File: config.mk
export PLATFORM = sky130hd
export DESIGN_NAME = square_game_core
export DESIGN_NICKNAME = d
export VERILOG_FILES = /design/src/rtl/square_game_core.sv
export SDC_FILE = /design/constraint.sdc
export NUM_CORES = 1
export LEC_CHECK = 0
export BUFFER_PORTS_ARGS = -buffer_cell sky130_fd_sc_hd__buf_4
export CAP_MARGIN = 20
export CELL_PAD_IN_SITES_DETAIL_PLACEMENT = 0
export CELL_PAD_IN_SITES_GLOBAL_PLACEMENT = 1
export CORE_ASPECT_RATIO = 1.1
export CORE_MARGIN = 2
export CORE_UTILIZATION = 40
export CTS_BUF_LIST = sky130_fd_sc_hd__clkbuf_2 sky130_fd_sc_hd__clkbuf_4 sky130_fd_sc_hd__clkbuf_8
export DETAILED_ROUTE_END_ITERATION = 8
export PLACE_DENSITY_LB_ADDON = 0.1
export REMOVE_ABC_BUFFERS = 1
export SYNTH_ARGS = -nofsm -noshare
export SYNTH_HDL_FRONTEND = slang
export SYNTH_SLANG_ARGS = --single-unit
export TNS_END_PERCENT = 20
File: constraint.sdc
create_clock -name clk_100MHz -period 7.7 [get_ports clk_100MHz]
set_input_delay 0 -clock clk_100MHz [delete_from_list [all_inputs] [get_ports clk_100MHz]]
set_output_delay 0 -clock clk_100MHz [all_outputs]
set_load 0.02 [all_outputs]
File: src/rtl/square_game_core.sv
`timescale 1ns/1ps
// square_game_core
// Game state for a dodge-the-squares game on a 640x480 raster: a player
// square steered by four buttons, up to NUM_SQ bouncing enemy squares that
// are activated one by one over time, a frame score, and the pixel colour
// for the current raster position.
//
// Ports
//   clk_100MHz    system clock, all state on its rising edge
//   reset         asynchronous, active-low; clears every register
//   refresh_tick  one-cycle pulse per frame, advances the game
//   p_tick        pixel strobe, registers rgb for pixel (x,y)
//   video_on      raster is inside the active area
//   x, y          current pixel coordinates
//   btnU/L/D/R    debounced direction buttons
//   start         IDLE->PLAY and OVER->IDLE
//   rgb           12-bit pixel colour, registered on p_tick
//   status        0 IDLE, 1 PLAY, 2 OVER
//   score         non-colliding PLAY frames, saturating
//   active_cnt    number of enemies currently in play
//
// state | meaning
// IDLE  | waiting for start, positions frozen
// PLAY  | game running, advances on refresh_tick
// OVER  | collision happened, frozen until start
module square_game_core #(
  parameter int NUM_SQ       = 8,
  parameter int SQ_SIZE      = 16,
  parameter int PL_SIZE      = 32,
  parameter int PL_STEP      = 4,
  parameter int SQ_STEP      = 2,
  parameter int SPAWN_FRAMES = 120
) (
  input  logic        clk_100MHz,
  input  logic        reset,
  input  logic        refresh_tick,
  input  logic        p_tick,
  input  logic        video_on,
  input  logic [9:0]  x,
  input  logic [9:0]  y,
  input  logic        btnU,
  input  logic        btnL,
  input  logic        btnD,
  input  logic        btnR,
  input  logic        start,
  output logic [11:0] rgb,
  output logic [1:0]  status,
  output logic [15:0] score,
  output logic [4:0]  active_cnt
);

  typedef enum logic [1:0] {
    S_IDLE = 2'd0,
    S_PLAY = 2'd1,
    S_OVER = 2'd2
  } state_t;

  // All geometry is done in 11 bits so that "position + size" and the
  // edge tests never wrap.
  localparam logic [10:0] PLS      = 11'(PL_SIZE);
  localparam logic [10:0] SQS      = 11'(SQ_SIZE);
  localparam logic [10:0] PST      = 11'(PL_STEP);
  localparam logic [10:0] SST      = 11'(SQ_STEP);
  localparam logic [10:0] PL_X_MAX = 11'(640 - PL_SIZE);
  localparam logic [10:0] PL_Y_MAX = 11'(480 - PL_SIZE);
  localparam logic [10:0] SQ_X_MAX = 11'(640 - SQ_SIZE);
  localparam logic [10:0] SQ_Y_MAX = 11'(480 - SQ_SIZE);
  localparam int          SPW      = (SPAWN_FRAMES > 1) ? $clog2(SPAWN_FRAMES) : 1;
  localparam logic [SPW-1:0] SPAWN_LAST = SPW'(SPAWN_FRAMES - 1);
  localparam logic [4:0]  ACT_MAX  = 5'(NUM_SQ);

  state_t              state_q, state_d;
  logic [9:0]          pl_x_q, pl_x_d, pl_y_q, pl_y_d;
  logic [9:0]          en_x_q [NUM_SQ];
  logic [9:0]          en_x_d [NUM_SQ];
  logic [9:0]          en_y_q [NUM_SQ];
  logic [9:0]          en_y_d [NUM_SQ];
  logic [NUM_SQ-1:0]   en_dx_q, en_dx_d;   // 1 = moving toward +x
  logic [NUM_SQ-1:0]   en_dy_q, en_dy_d;   // 1 = moving toward +y
  logic [15:0]         score_q, score_d;
  logic [4:0]          active_q, active_d;
  logic [SPW-1:0]      spawn_q, spawn_d;
  logic [11:0]         rgb_q, rgb_d;

  logic                coll;
  logic [10:0]         px, py, ex, ey;
  logic [10:0]         xw, yw;
  logic                pl_hit, en_hit;
  logic [11:0]         bg;

  // Overlap of the player with any active enemy, on registered positions.
  always_comb begin
    coll = 1'b0;
    for (int i = 0; i < NUM_SQ; i++) begin
      if ((5'(i) < active_q) &&
          ({1'b0, en_x_q[i]} < {1'b0, pl_x_q} + PLS) &&
          ({1'b0, pl_x_q} < {1'b0, en_x_q[i]} + SQS) &&
          ({1'b0, en_y_q[i]} < {1'b0, pl_y_q} + PLS) &&
          ({1'b0, pl_y_q} < {1'b0, en_y_q[i]} + SQS)) begin
        coll = 1'b1;
      end
    end
  end

  always_comb begin
    state_d  = state_q;
    pl_x_d   = pl_x_q;
    pl_y_d   = pl_y_q;
    en_x_d   = en_x_q;
    en_y_d   = en_y_q;
    en_dx_d  = en_dx_q;
    en_dy_d  = en_dy_q;
    score_d  = score_q;
    active_d = active_q;
    spawn_d  = spawn_q;
    px       = {1'b0, pl_x_q};
    py       = {1'b0, pl_y_q};
    ex       = '0;
    ey       = '0;

    unique case (state_q)
      S_IDLE: begin
        if (start) begin
          state_d  = S_PLAY;
          pl_x_d   = 10'd304;
          pl_y_d   = 10'd224;
          score_d  = '0;
          active_d = 5'd1;
          spawn_d  = '0;
          en_dx_d  = '1;
          en_dy_d  = '1;
          for (int i = 0; i < NUM_SQ; i++) begin
            en_x_d[i] = 10'((i * 40) % (640 - SQ_SIZE));
            en_y_d[i] = '0;
          end
        end
      end

      S_PLAY: begin
        if (refresh_tick) begin
          if (coll) begin
            state_d = S_OVER;
          end else begin
            // Opposing buttons on one axis cancel; the low-side tests
            // compare before subtracting so nothing underflows.
            if (btnR && !btnL)
              px = (px + PST >= PL_X_MAX) ? PL_X_MAX : px + PST;
            else if (btnL && !btnR)
              px = (px <= PST) ? 11'd0 : px - PST;
            if (btnD && !btnU)
              py = (py + PST >= PL_Y_MAX) ? PL_Y_MAX : py + PST;
            else if (btnU && !btnD)
              py = (py <= PST) ? 11'd0 : py - PST;
            pl_x_d = px[9:0];
            pl_y_d = py[9:0];

            // Reaching an edge counts as crossing it: clamp and bounce
            // in the same frame.
            for (int i = 0; i < NUM_SQ; i++) begin
              if (5'(i) < active_q) begin
                ex = {1'b0, en_x_q[i]};
                ey = {1'b0, en_y_q[i]};
                if (en_dx_q[i]) begin
                  if (ex + SST >= SQ_X_MAX) begin
                    ex = SQ_X_MAX;
                    en_dx_d[i] = 1'b0;
                  end else ex = ex + SST;
                end else begin
                  if (ex <= SST) begin
                    ex = 11'd0;
                    en_dx_d[i] = 1'b1;
                  end else ex = ex - SST;
                end
                if (en_dy_q[i]) begin
                  if (ey + SST >= SQ_Y_MAX) begin
                    ey = SQ_Y_MAX;
                    en_dy_d[i] = 1'b0;
                  end else ey = ey + SST;
                end else begin
                  if (ey <= SST) begin
                    ey = 11'd0;
                    en_dy_d[i] = 1'b1;
                  end else ey = ey - SST;
                end
                en_x_d[i] = ex[9:0];
                en_y_d[i] = ey[9:0];
              end
            end

            if (score_q != 16'hFFFF) score_d = score_q + 16'd1;

            if (spawn_q == SPAWN_LAST) begin
              spawn_d = '0;
              if (active_q < ACT_MAX) active_d = active_q + 5'd1;
            end else begin
              spawn_d = spawn_q + SPW'(1);
            end
          end
        end
      end

      S_OVER: begin
        if (start) state_d = S_IDLE;
      end

      default: state_d = S_IDLE;
    endcase
  end

  always_comb begin
    xw     = {1'b0, x};
    yw     = {1'b0, y};
    pl_hit = (xw >= {1'b0, pl_x_q}) && (xw < {1'b0, pl_x_q} + PLS) &&
             (yw >= {1'b0, pl_y_q}) && (yw < {1'b0, pl_y_q} + PLS);
    en_hit = 1'b0;
    for (int i = 0; i < NUM_SQ; i++) begin
      if ((5'(i) < active_q) &&
          (xw >= {1'b0, en_x_q[i]}) && (xw < {1'b0, en_x_q[i]} + SQS) &&
          (yw >= {1'b0, en_y_q[i]}) && (yw < {1'b0, en_y_q[i]} + SQS)) begin
        en_hit = 1'b1;
      end
    end
    bg    = (state_q == S_OVER) ? 12'h400 : 12'h222;
    rgb_d = rgb_q;
    if (p_tick) begin
      if (!video_on)   rgb_d = 12'h000;
      else if (pl_hit) rgb_d = 12'h0F0;
      else if (en_hit) rgb_d = 12'hF00;
      else             rgb_d = bg;
    end
  end

  always_ff @(posedge clk_100MHz or negedge reset) begin
    if (!reset) begin
      state_q  <= S_IDLE;
      pl_x_q   <= '0;
      pl_y_q   <= '0;
      en_dx_q  <= '0;
      en_dy_q  <= '0;
      score_q  <= '0;
      active_q <= '0;
      spawn_q  <= '0;
      rgb_q    <= '0;
      for (int i = 0; i < NUM_SQ; i++) begin
        en_x_q[i] <= '0;
        en_y_q[i] <= '0;
      end
    end else begin
      state_q  <= state_d;
      pl_x_q   <= pl_x_d;
      pl_y_q   <= pl_y_d;
      en_dx_q  <= en_dx_d;
      en_dy_q  <= en_dy_d;
      score_q  <= score_d;
      active_q <= active_d;
      spawn_q  <= spawn_d;
      rgb_q    <= rgb_d;
      for (int i = 0; i < NUM_SQ; i++) begin
        en_x_q[i] <= en_x_d[i];
        en_y_q[i] <= en_y_d[i];
      end
    end
  end

  assign rgb        = rgb_q;
  assign status     = state_q;
  assign score      = score_q;
  assign active_cnt = active_q;

endmodule

==> results.sh <==
export IMPL_hold_viol=0
export IMPL_syn_inst=3825
export IMPL_firstDrtPassIters=6
export IMPL_slew_violations=0
export IMPL_grt_pass1_wl_mm=191.0
export IMPL_yosys_warnings=0
export IMPL_maxCapViolCount=0
export IMPL_die_area_um2=78830
export IMPL_ant_nets=0
export IMPL_start_util_pct=40.32
export IMPL_async_flop_share_pct=100.0
export IMPL_clock_sinks=212
export IMPL_worstSkewPairLatency_ps=690
export IMPL_skew_ps=41.19
export IMPL_drive_gt1_share_pct=7.195
export IMPL_cp_max_fo=17
export IMPL_end_kind="flop"
export IMPL_power_density_nw_per_um2=403.1
export IMPL_grt_pass1_vias=30690
export IMPL_yosys_top_cells_area="ha_1, dfrtp_1, xnor2_1"
export IMPL_final_area_um2=33220
export IMPL_htreeDepth=2
export IMPL_syn_area_um2=30640
export IMPL_synthFlopType="dfrtp_1"
export IMPL_fmax_ghz=0.1684
export IMPL_io_buffers=59
export IMPL_rsz0062_at_grt="false"
export IMPL_p_leak_uw=0.01427
export IMPL_yosys_top_cells_count="ha_1, nor2_1, inv_1"
export IMPL_synthToLayoutAreaGrowth_pct=8.429
export IMPL_required_ps=8230
export IMPL_ys_seq_area_share_pct=17.31
export IMPL_ys_ff_latch=212
export IMPL_syn_area_per_cell_um2=8.010
export IMPL_instances_no_fill=4877
export IMPL_crit_type="reg -> reg"
export IMPL_fp_row_count=106
export IMPL_grt_overflow_total=0
export IMPL_period_minus_slack_ps=5938
export IMPL_min_path_type="in -> reg"
export IMPL_synth_edff_count=0
export IMPL_grt_max_degree=62
export IMPL_via_per_inst=6.543
export IMPL_relSlewSlack_pct=23.39
export IMPL_hpwl_mm=89.38
export IMPL_clockRootBuffer="clkbuf_8"
export IMPL_core_um2=76000
export IMPL_post_cts_buffers=0
export IMPL_setup_viol=0
export IMPL_vias=31910
export IMPL_die_w_um=267.9
export IMPL_placed_cells=4777
export IMPL_fin_nets=4453
export IMPL_num_io_pins=65
export IMPL_antenna_found_initial=2
export IMPL_post_synth_top_area_cell="ha_1"
export IMPL_fin_crit_sh_pct=77.11
export IMPL_grt_use_total_pct=31.64
export IMPL_cp_arrival_ps=6470
export IMPL_drt_iter0_drc=2918
export IMPL_clk_pin_slew_ps=60
export IMPL_power_uw=13390
export IMPL_dpl_cell_area_um2=32090
export IMPL_cts_tree="built"
export IMPL_run_status="complete, no violations"
export IMPL_netlist_area_leader_share_pct=24.83
export IMPL_irDropWorstVdd_uv=162.1
export IMPL_start_kind="flop"
export IMPL_drc=0
export IMPL_wl_per_cell_um=26.13
export IMPL_tightest_slew_ps=1145
export IMPL_final_util_pct=43.72
export IMPL_cts_resized=0
export IMPL_cts_buffers=49
export IMPL_clk_path_buf_depth=3
export IMPL_synth_distinct_cells=89
export IMPL_fp_dieH_um=294.3
export IMPL_gp_congestion=0.9417
export IMPL_synth_most_common_cell="ha_1"
export IMPL_cts_hold_buf=13
export IMPL_wl_mm=127.4
## registers in the layout, indices dropped and copies added (netlist names)
signal	count
active_cnt	5
en_dx_q	8
en_dy_q	8
en_x_q	72
en_y_q	72
pl_x_q	8
pl_y_q	8
rgb	6
score	16
spawn_q	7
status	2
## cells by family after synthesis
| group | after synthesis | share of synthesized area, % |
|---|---|---|
| AND/OR/NAND/NOR | 1138 | 18.42 |
| AO/OA/AOI/OAI | 1203 | 27.23 |
| multiplexers | 62 | 2.103 |
| flip-flops | 212 | 17.31 |
| adder cells (fa/ha/maj) | 610 | 24.89 |
| other | 1 | 0.01224 |
| buffers and inverters | 456 | 5.876 |
| XOR/XNOR | 143 | 4.149 |
## per-layer routing
layer | track usage (%) | share of wire (%) | vias up
met3 | 4.762 | 6.8 | 305
li1 | - | - | 14610
met1 | 41.85 | 43 | 15720
met2 | 50.25 | 44 | 1283
met5 | 0 | 0 | -
met4 | 15.26 | 5.3 | 0
## final timing paths
path	startpoint	to	slack, ps	depth (start not counted)
setup / recovery	pl_y_q[6]	en_x_q[33]	1760	15
setup reg to reg	pl_y_q[6]	en_x_q[33]	1760	15
hold reg to reg	spawn_q[6]	spawn_q[6]	470	1
max in group asynchronous	reset	en_y_q[34]	6260	4
hold / removal	btnU	pl_y_q[9]	120	6
min in group asynchronous	reset	en_dx_q[1]	530	4
## layout make-up
type                    count  area, µm²
diodes                      1      2.502
clock buffers              77      922.1
clock inverters             9      55.05
fillers                  7669      42770
inverters                 249      934.6
multi-input cells        3159      23580
flip-flops and latches    212       5305
well taps                1026       1284
repair buffers            144       1136
## report_power, final
part	switching (µW)	internal (µW)
combinational	5750	3580
sequential	1160	1500
clock	649	756
## layout by cell type, fill, tap and decap left out, types with 15 or more instances in the layout
master,n
a2111oi_0,23
a211o_1,15
a211oi_1,60
a21o_1,38
a21oi_1,224
a221o_1,26
a221oi_1,25
a22oi_1,20
a31oi_1,54
and2_1,19
and3_1,52
buf_4,129
clkbuf_4,22
clkbuf_8,55
dfrtp_1,212
ha_1,608
inv_1,237
mux2_2,18
mux2i_1,43
nand2_1,230
nand2b_1,31
nand3_1,209
nand4_1,66
nor2_1,242
nor2b_1,23
nor3_1,120
nor4_1,35
o2111ai_1,34
o211ai_1,86
o21a_1,50
o21ai_0,229
o221ai_1,54
o22ai_1,50
o311ai_0,17
o31ai_1,19
or3_1,29
or4_1,17
xnor2_1,140
## metrics by stage
| stage | setup slack [ps] | hold WS (ps) | setup TNS (ps) |
|---|---|---|---|
| 3_5_place_dp | 1966 | -0.7665 | 0 |
| 4_1_cts | 1915 | 32.70 | 0 |
| 3_3_place_gp | 1784 | 1.795 | 0 |
| 5_1_grt | 1679 | 82.85 | 0 |
| 2_1_floorplan | -2607 | -295.6 | -212520 |
| 6_report | 1762 | 121.8 | 0 |
## critical path: stages (launching register included)
cell and delay (ps):
dfrtp_1 760, buf_4 300, inv_1 120, ha_1 280
inv_1 500, buf_4 280, ha_1 180, o2111a_1 210
o31ai_1 70, a31oi_1 280, or4_1 290, nand4_1 260
or4_2 1030, buf_4 370, o21ai_2 460, mux2_2 390
Note: power is estimated with default switching activity, not from simulation.
